`src/rtl/csr_file_if.sv`:
```
// csr_file_if -- CSR access bus between the execute stage and the CSR file.
//
// Signals (names are from the CSR file's point of view):
//   csr_addr_i     12  CSR address of the instruction in execute
//   csr_we_i        1  write request
//   csr_wdata_i    32  new CSR value
//   csr_rdata_o    32  current CSR value (combinational)
//   illegal_csr_o   1  unimplemented address, or write to a read-only address
//
// Handshake: there is no valid/ready pair. Every cycle the execute stage
// presents an address and the CSR file answers combinationally in the same
// cycle; the responder is always ready. A write request commits on the next
// rising clock edge when the pipeline advances and the access is legal.
interface csr_file_if;
   logic [11:0] csr_addr_i;
   logic        csr_we_i;
   logic [31:0] csr_wdata_i;
   logic [31:0] csr_rdata_o;
   logic        illegal_csr_o;

   // Execute stage: drives the access, consumes the read data.
   modport master (
      output csr_addr_i, csr_we_i, csr_wdata_i,
      input  csr_rdata_o, illegal_csr_o
   );

   // CSR file: responds to the access.
   modport slave (
      input  csr_addr_i, csr_we_i, csr_wdata_i,
      output csr_rdata_o, illegal_csr_o
   );
endinterface

```
`src/rtl/csr_file.sv`:
```
// csr_file -- machine-mode CSR register file for the RV32I core.
//
// Holds mstatus (MIE/MPIE), mtvec, mscratch, mepc, mcause and the 64-bit
// mcycle/minstret counters. Reads are combinational; writes, traps and MRET
// commit on the rising edge of i_clk while i_en is high. The cycle counter
// runs every cycle regardless of i_en.
//
// Ports:
//   i_clk, i_rst_n   clock, asynchronous active-low reset
//   i_en             pipeline advance; gates write/retire/trap/mret
//   csr_bus          CSR access bus (slave side)
//   retire_i         one instruction retired this cycle
//   trap_i           take a trap this cycle (cause/pc below)
//   trap_cause_i     mcause value for the trap
//   trap_pc_i        PC of the trapping instruction
//   mret_i           MRET executing this cycle
//   trap_vector_o    {mtvec[31:2], 2'b00}
//   mepc_o           current mepc (MRET target)
module csr_file #(
   parameter int          N_param     = 32,
   parameter logic [31:0] MHARTID     = 32'd0,
   parameter logic [31:0] RESET_MTVEC = 32'h0000_0000
) (
   input  logic        i_clk,
   input  logic        i_rst_n,
   input  logic        i_en,
   csr_file_if.slave   csr_bus,
   input  logic        retire_i,
   input  logic        trap_i,
   input  logic [31:0] trap_cause_i,
   input  logic [31:0] trap_pc_i,
   input  logic        mret_i,
   output logic [31:0] trap_vector_o,
   output logic [31:0] mepc_o
);

   localparam logic [31:0] MISA_VAL = 32'h4000_0100;

   logic               mie_q, mie_d;
   logic               mpie_q, mpie_d;
   logic [31:0]        mtvec_q, mtvec_d;     // bits[1:0] held at 0
   logic [N_param-1:0] mscratch_q, mscratch_d;
   logic [31:0]        mepc_q, mepc_d;       // bits[1:0] held at 0
   logic [N_param-1:0] mcause_q, mcause_d;
   logic [63:0]        mcycle_q, mcycle_d;
   logic [63:0]        minstret_q, minstret_d;

   logic [31:0] mstatus_rd;
   logic [31:0] rdata;
   logic        impl;
   logic        illegal;
   logic        wr_ok;
   logic        trap_take;
   logic        mret_take;

   // MPP is hardwired to machine mode; only MIE and MPIE are stored.
   assign mstatus_rd = {19'd0, 2'b11, 3'd0, mpie_q, 3'd0, mie_q, 3'd0};

   always_comb begin
      rdata = 32'd0;
      impl  = 1'b1;
      case (csr_bus.csr_addr_i)
         12'h300: rdata = mstatus_rd;
         12'h301: rdata = MISA_VAL;
         12'h305: rdata = mtvec_q;
         12'h340: rdata = mscratch_q;
         12'h341: rdata = mepc_q;
         12'h342: rdata = mcause_q;
         12'hB00, 12'hC00: rdata = mcycle_q[31:0];
         12'hB80, 12'hC80: rdata = mcycle_q[63:32];
         12'hB02, 12'hC02: rdata = minstret_q[31:0];
         12'hB82, 12'hC82: rdata = minstret_q[63:32];
         12'hF11, 12'hF12, 12'hF13: rdata = 32'd0;
         12'hF14: rdata = MHARTID;
         default: impl = 1'b0;
      endcase
   end

   // addr[11:10] == 2'b11 is the read-only CSR space.
   assign illegal   = ~impl | (csr_bus.csr_we_i & (csr_bus.csr_addr_i[11:10] == 2'b11));
   assign wr_ok     = i_en & csr_bus.csr_we_i & ~illegal & ~trap_i;
   assign trap_take = i_en & trap_i;
   assign mret_take = i_en & mret_i & ~trap_i;

   assign csr_bus.csr_rdata_o   = rdata;
   assign csr_bus.illegal_csr_o = illegal;
   assign trap_vector_o         = mtvec_q;
   assign mepc_o                = mepc_q;

   always_comb begin
      mie_d      = mie_q;
      mpie_d     = mpie_q;
      mtvec_d    = mtvec_q;
      mscratch_d = mscratch_q;
      mepc_d     = mepc_q;
      mcause_d   = mcause_q;
      // Increments first; a counter write then replaces only the written half,
      // so the other half keeps the carry from the pre-write low word.
      mcycle_d   = mcycle_q + 64'd1;
      minstret_d = minstret_q + {63'd0, i_en & retire_i};

      if (wr_ok) begin
         case (csr_bus.csr_addr_i)
            12'h300: begin
               mie_d  = csr_bus.csr_wdata_i[3];
               mpie_d = csr_bus.csr_wdata_i[7];
            end
            12'h305: mtvec_d           = csr_bus.csr_wdata_i & ~32'h3;
            12'h340: mscratch_d        = csr_bus.csr_wdata_i;
            12'h341: mepc_d            = csr_bus.csr_wdata_i & ~32'h3;
            12'h342: mcause_d          = csr_bus.csr_wdata_i;
            12'hB00: mcycle_d[31:0]    = csr_bus.csr_wdata_i;
            12'hB80: mcycle_d[63:32]   = csr_bus.csr_wdata_i;
            12'hB02: minstret_d[31:0]  = csr_bus.csr_wdata_i;
            12'hB82: minstret_d[63:32] = csr_bus.csr_wdata_i;
            default: ;
         endcase
      end

      // MRET beats a same-cycle mstatus write; uses the pre-write MPIE.
      if (mret_take) begin
         mie_d  = mpie_q;
         mpie_d = 1'b1;
      end

      // wr_ok and mret_take already exclude trap_i, so this sees pre-edge state.
      if (trap_take) begin
         mepc_d   = trap_pc_i & ~32'h3;
         mcause_d = trap_cause_i;
         mpie_d   = mie_q;
         mie_d    = 1'b0;
      end
   end

   always_ff @(posedge i_clk or negedge i_rst_n) begin
      if (!i_rst_n) begin
         mie_q      <= 1'b0;
         mpie_q     <= 1'b0;
         mtvec_q    <= RESET_MTVEC & ~32'h3;
         mscratch_q <= '0;
         mepc_q     <= 32'd0;
         mcause_q   <= '0;
         mcycle_q   <= 64'd0;
         minstret_q <= 64'd0;
      end else begin
         mie_q      <= mie_d;
         mpie_q     <= mpie_d;
         mtvec_q    <= mtvec_d;
         mscratch_q <= mscratch_d;
         mepc_q     <= mepc_d;
         mcause_q   <= mcause_d;
         mcycle_q   <= mcycle_d;
         minstret_q <= minstret_d;
      end
   end

endmodule
```
`src/flat_wrapper.sv`:
```
// flat-port wrapper written by rule: the top's interface ports become plain ports
module csr_file_flat 
#(
   parameter int          N_param     = 32,
   parameter logic [31:0] MHARTID     = 32'd0,
   parameter logic [31:0] RESET_MTVEC = 32'h0000_0000
)
  (i_clk, i_rst_n, i_en, retire_i, trap_i, trap_cause_i, trap_pc_i, mret_i, trap_vector_o, mepc_o, csr_bus_csr_addr_i, csr_bus_csr_we_i, csr_bus_csr_wdata_i, csr_bus_csr_rdata_o, csr_bus_illegal_csr_o);
  csr_file_if csr_bus_i ();
  input  logic i_clk;
  input  logic i_rst_n;
  input  logic i_en;
  input  logic retire_i;
  input  logic trap_i;
  input  logic [31:0] trap_cause_i;
  input  logic [31:0] trap_pc_i;
  input  logic mret_i;
  output logic [31:0] trap_vector_o;
  output logic [31:0] mepc_o;
  input wire logic [$bits(csr_bus_i.csr_addr_i)-1:0] csr_bus_csr_addr_i;
  input wire logic [$bits(csr_bus_i.csr_we_i)-1:0] csr_bus_csr_we_i;
  input wire logic [$bits(csr_bus_i.csr_wdata_i)-1:0] csr_bus_csr_wdata_i;
  output wire logic [$bits(csr_bus_i.csr_rdata_o)-1:0] csr_bus_csr_rdata_o;
  output wire logic [$bits(csr_bus_i.illegal_csr_o)-1:0] csr_bus_illegal_csr_o;
  assign csr_bus_i.csr_addr_i = csr_bus_csr_addr_i;
  assign csr_bus_i.csr_we_i = csr_bus_csr_we_i;
  assign csr_bus_i.csr_wdata_i = csr_bus_csr_wdata_i;
  assign csr_bus_csr_rdata_o = csr_bus_i.csr_rdata_o;
  assign csr_bus_illegal_csr_o = csr_bus_i.illegal_csr_o;
  csr_file #(.N_param(N_param), .MHARTID(MHARTID), .RESET_MTVEC(RESET_MTVEC)) u_core (.i_clk(i_clk), .i_rst_n(i_rst_n), .i_en(i_en), .csr_bus(csr_bus_i), .retire_i(retire_i), .trap_i(trap_i), .trap_cause_i(trap_cause_i), .trap_pc_i(trap_pc_i), .mret_i(mret_i), .trap_vector_o(trap_vector_o), .mepc_o(mepc_o));
endmodule
```
`config.mk`:
```
export PLATFORM = sky130hd
export DESIGN_NAME = csr_file_flat
export DESIGN_NICKNAME = d
export VERILOG_FILES = /design/src/rtl/csr_file_if.sv /design/src/rtl/csr_file.sv /design/src/flat_wrapper.sv
export SDC_FILE = /design/constraint.sdc
export NUM_CORES = 1
export LEC_CHECK = 0
export CAP_MARGIN = 5
export CORE_AREA = 2 2 163 165
export CTS_CLUSTER_DIAMETER = 60
export CTS_CLUSTER_SIZE = 8
export DETAILED_ROUTE_END_ITERATION = 8
export DIE_AREA = 0 0 165 167
export GPL_TIMING_DRIVEN = 0
export PLACE_DENSITY_LB_ADDON = 0.15
export SETUP_SLACK_MARGIN = 0.2
export SYNTH_ARGS = -nofsm -noshare
export SYNTH_HDL_FRONTEND = slang
export SYNTH_SLANG_ARGS = --single-unit
export TNS_END_PERCENT = 30
```
`constraint.sdc`:
```
create_clock -name i_clk -period 3.3 [get_ports i_clk]
set_input_delay 0.495 -clock i_clk [delete_from_list [all_inputs] [get_ports i_clk]]
set_output_delay 0.495 -clock i_clk [all_outputs]
set_load 0.01 [all_outputs]
```
==> summary.md <==
| Metric | Value |
|---|---|
| Switching pwr | `1.92 mW` |
| Final Setup Violations | `3` |
| Sequential share of power | `0.461` |
| RSZ-0062 raised after global routing | `yes` |
| Vias in the first global route | `13300` |
| Vias per cell | `6.56` |
| Congestion Overflow GR | `0` |
| CTS H-tree lvls | `2` |
| Maximum clock rate | `299 MHz` |
| Bufs on Longest Clock Path | `3` |
| Root Driver | `clkbuf_16` |
| Sw frac | `0.255` |
| Clk_lat worst skew | `0.53 ns` |
| Status | `complete, but fails checks` |
| Final #Nets | `1883` |
| Hold Violations, Final | `0` |
| Most common cell after layout, fill and taps aside | `dfrtp_1` |
| First-pass GRT wire length | `82500 um` |
| Pwr Total | `7.53 mW` |
| Horiz. Die Dim | `165 um` |
| Clock power frac | `0.442` |
| Fill count | `2000` |
| Placer congestion estimate | `0.966` |
| TritonCTS clock tree | `built` |
| Sink Count | `254` |
| Top FF cell, synth | `dfrtp_1` |
| Min-delay src | `csr_bus_csr_wdata_i[7]` |
| Min Tclk post-route | `3.34 ns` |
| Hold Path Class | `primary input to flip-flop` |
| Static Leak | `7.77 nW` |
| Syn Area/Cell | `9.42 um2` |
| Largest net degree at the start of global routing | `102` |
| Peak VDD IR | `0.494 mV` |
| Sequential area share after synthesis | `0.456` |
| IO Pins | `212` |
| Worst path cell trace | `clkdlybuf4s15_2, nor4b_4, buf_6, nand2_8, nor2_4, buf_12, a222oi_1, nand2_1, clkdlybuf4s50_1` |
| Hold endpoint | `u_core.mcycle_q[7]` |
| Post-Route WL | `55500 um` |
| Int Pwr | `5.62 mW` |
| Yosys reg bits | `254` |
| Critical path fanouts, max | `10` |
| Multi-input logic area | `7330 um2` |
| Startpoint Class | `primary input` |
| Fin Setup TNS | `-0.0954 ns` |
| Row cnt | `59` |
| Ys Warns | `0` |
| Number of I/O port buffers | `201` |
| Area Growth Syn to Fin | `30.9%` |
| Crit Reg-Reg Startpoint | `u_core.mcycle_q[17]` |
| Register area | `6360 um2` |
| Reg2reg end | `u_core.mcycle_q[61]` |
| R2R depth | `7` |
| Layout Cells excl Fill | `2102` |
| Max Cap Viol | `0` |
| ANT nets after route | `0` |
| Starting DRT DRC Count | `2089` |
| Crit. End Element | `output port` |
| Crit-path max cell delay | `0.54 ns` |
| Worst setup margin | `-0.0417 ns` |
| HPWL Detailed | `37900 um` |
| Cells after DPL | `2020` |
| Rel. slew slack | `0.237` |
| Setup CP Type | `primary input to output port` |
| Antenna cells | `0` |
| Pre-Repair DR Iteration Count | `8` |
| Part of the power in combinational logic | `0.097` |
| Reg2reg setup slack | `0.29 ns` |
| Post-synth EDFFs | `0` |
| Core area | `25800 um2` |
| Clk_skew | `0.0270 ns` |
| Gr usage total | `0.403` |
| Failing checks | `negative setup slack` |
| Crit. Startpoint | `csr_bus_csr_addr_i[0]` |
| Share of cells above drive strength 1 | `0.139` |
| Die Y | `167 um` |
| Clock-pin slew on the worst setup and hold paths | `0.05 ns` |
| Via count | `13800` |
| Residual DRC | `0` |
| Initial core utilization | `0.541` |
| Post-Synthesis Cell Area | `13900 um2` |
| Syn Inst Count | `1479` |
| DIE AREA | `27600 um2` |
| CTS buffer count | `37` |
| Yosys cell types | `56` |
| Required @ worst endpoint | `2.80 ns` |
| Slowest cell on the critical path | `clkdlybuf4s50_1` |
| Max-slew violations | `0` |
| Routed wire per std cell | `26.4 um` |
| Hold Crit Depth | `3` |
| Most frequent cells in the layout | `dfrtp_1, nand2_1, clkdlybuf4s50_1` |
| Antenna violations before repair | `1` |
| Asr flop ratio synth | `1.00` |
| Worst-margin pin slew | `1.14 ns` |
| Power per Cell Area | `413 nW/um2` |
| Worst Path Arrival | `2.85 ns` |
| Tcrit/Tclk final | `1.01` |
-- state kept, by name, summed over array words and instances, names as in the netlist --
signal                count
u_core.mpie_q             1
u_core.mscratch_q        32
u_core.mepc_o            30
u_core.mcycle_q          64
u_core.minstret_q        64
u_core.trap_vector_o     30
u_core.mie_q              1
u_core.mcause_q          32
-- final cells by class --
class | count | area share
buffer | 99 | 0.0417
clock buffer | 39 | 0.0512
clock inverter | 2 | 0.000960
multi-input combinational | 1125 | 0.402
inverter | 4 | 0.000823
sequential | 254 | 0.348
tap | 335 | 0.0230
timing repair buffer | 244 | 0.132
-- cell usage after synthesis, types with 2 or more instances --
master,n,area share
a211oi_1,2,0.0011
a21oi_1,69,0.025
a221oi_1,28,0.018
a222oi_1,31,0.022
a22o_1,2,0.0013
a22oi_1,35,0.019
a32o_1,2,0.0014
and2_1,14,0.0063
and3_1,36,0.016
and3b_1,2,0.0013
and4_1,25,0.016
buf_1,3,0.00081
buf_2,22,0.0079
buf_4,7,0.0038
buf_6,3,0.0024
clkbuf_1,64,0.017
dfrtp_1,254,0.46
ha_1,3,0.0027
inv_1,4,0.0011
mux2_1,5,0.0040
mux2_2,59,0.048
mux2i_1,65,0.047
nand2_1,212,0.057
nand3_1,70,0.025
nand4_1,41,0.018
nand4b_1,3,0.0019
nor2_1,120,0.032
nor2b_1,2,0.00090
nor3_1,14,0.0050
nor3_2,4,0.0029
nor3b_1,2,0.0011
nor4_1,4,0.0018
nor4_2,2,0.0018
o21ai_0,94,0.034
o21ai_1,30,0.011
o2bb2ai_1,2,0.0013
or3_1,3,0.0013
xnor2_1,35,0.022
xor2_1,89,0.056
-- logic make-up (layout without fill, tap and decap cells) --
| family | after synthesis | after routing | share of synthesized area |
|---|---|---|---|
| buf+inv | 103 | 388 | 0.0332 |
| xor+xnor | 124 | 124 | 0.0779 |
| other cells | 1 | 4 | 0.000269 |
| simple gates | 563 | 563 | 0.195 |
| mux | 129 | 129 | 0.0984 |
| compound gates | 302 | 302 | 0.137 |
| flops | 254 | 254 | 0.456 |
| fa+ha+maj | 3 | 3 | 0.00269 |
-- worst max-delay path by stage --
stage	endpoint	slack, ns	depth (start not counted)
after floorplan	csr_bus_csr_rdata_o[10]	0.71	8
after global placement	u_core.mepc_o[15]	-9.38	1
after detailed placement	csr_bus_csr_rdata_o[4]	-2.15	8
after CTS	csr_bus_csr_rdata_o[8]	0.06	9
after global routing	csr_bus_csr_rdata_o[0]	-0.05	10
final	csr_bus_csr_rdata_o[0]	-0.04	9
-- worst max-delay path: cells and delay by family --
family,cells,cell delay [ns]
buf+inv,4,1.24
simple gates,4,0.96
compound gates,1,0.13
-- stage by stage --
stage / setup slack, ns / area, um2 / hold slack (ns) / utilization
after floorplan: 0.709 / 13900 / 0.199 / -
after global placement: -9.38 / 16400 / 0.488 / 0.636
after detailed placement: -2.15 / 16400 / 0.488 / 0.638
after CTS: 0.0561 / 18200 / 0.354 / 0.707
after global routing: -0.0548 / 18200 / 0.392 / 0.708
final: -0.0417 / 18200 / 0.358 / 0.708
-- power by group through the flow --
| stage | Clock, mW | Sequential, mW | Combinational, mW |
|---|---|---|---|
| 3_3_place_gp | 0 | 3.51 | 0.678 |
| 4_1_cts | 3.32 | 3.46 | 0.726 |
| 6_report | 3.33 | 3.48 | 0.729 |
| 2_1_floorplan | 0 | 3.48 | 0.250 |
| 5_1_grt | 3.48 | 3.49 | 0.798 |
| 3_5_place_dp | 0 | 3.51 | 0.702 |
-- per-layer routing --
layer	track usage	vias to the layer above	part of all wire
li1	-	5896	-
met1	0.576	6836	0.40
met2	0.603	908	0.45
met3	0.0767	148	0.10
met4	0.162	2	0.043
met5	0	-	0.00023
-- what timing repair did --
item / 4_1_cts / 5_1_grt
setup endpoints to repair: 65 / 29
gates cloned: 4 / 0
hold buffers: 1 / 0
resized for setup: 157 / 35
pin swaps: 12 / 11
setup buffers: 35 / 1
hold endpoints to repair: 68 / 0
Note: power is estimated with default switching activity, not from simulation.
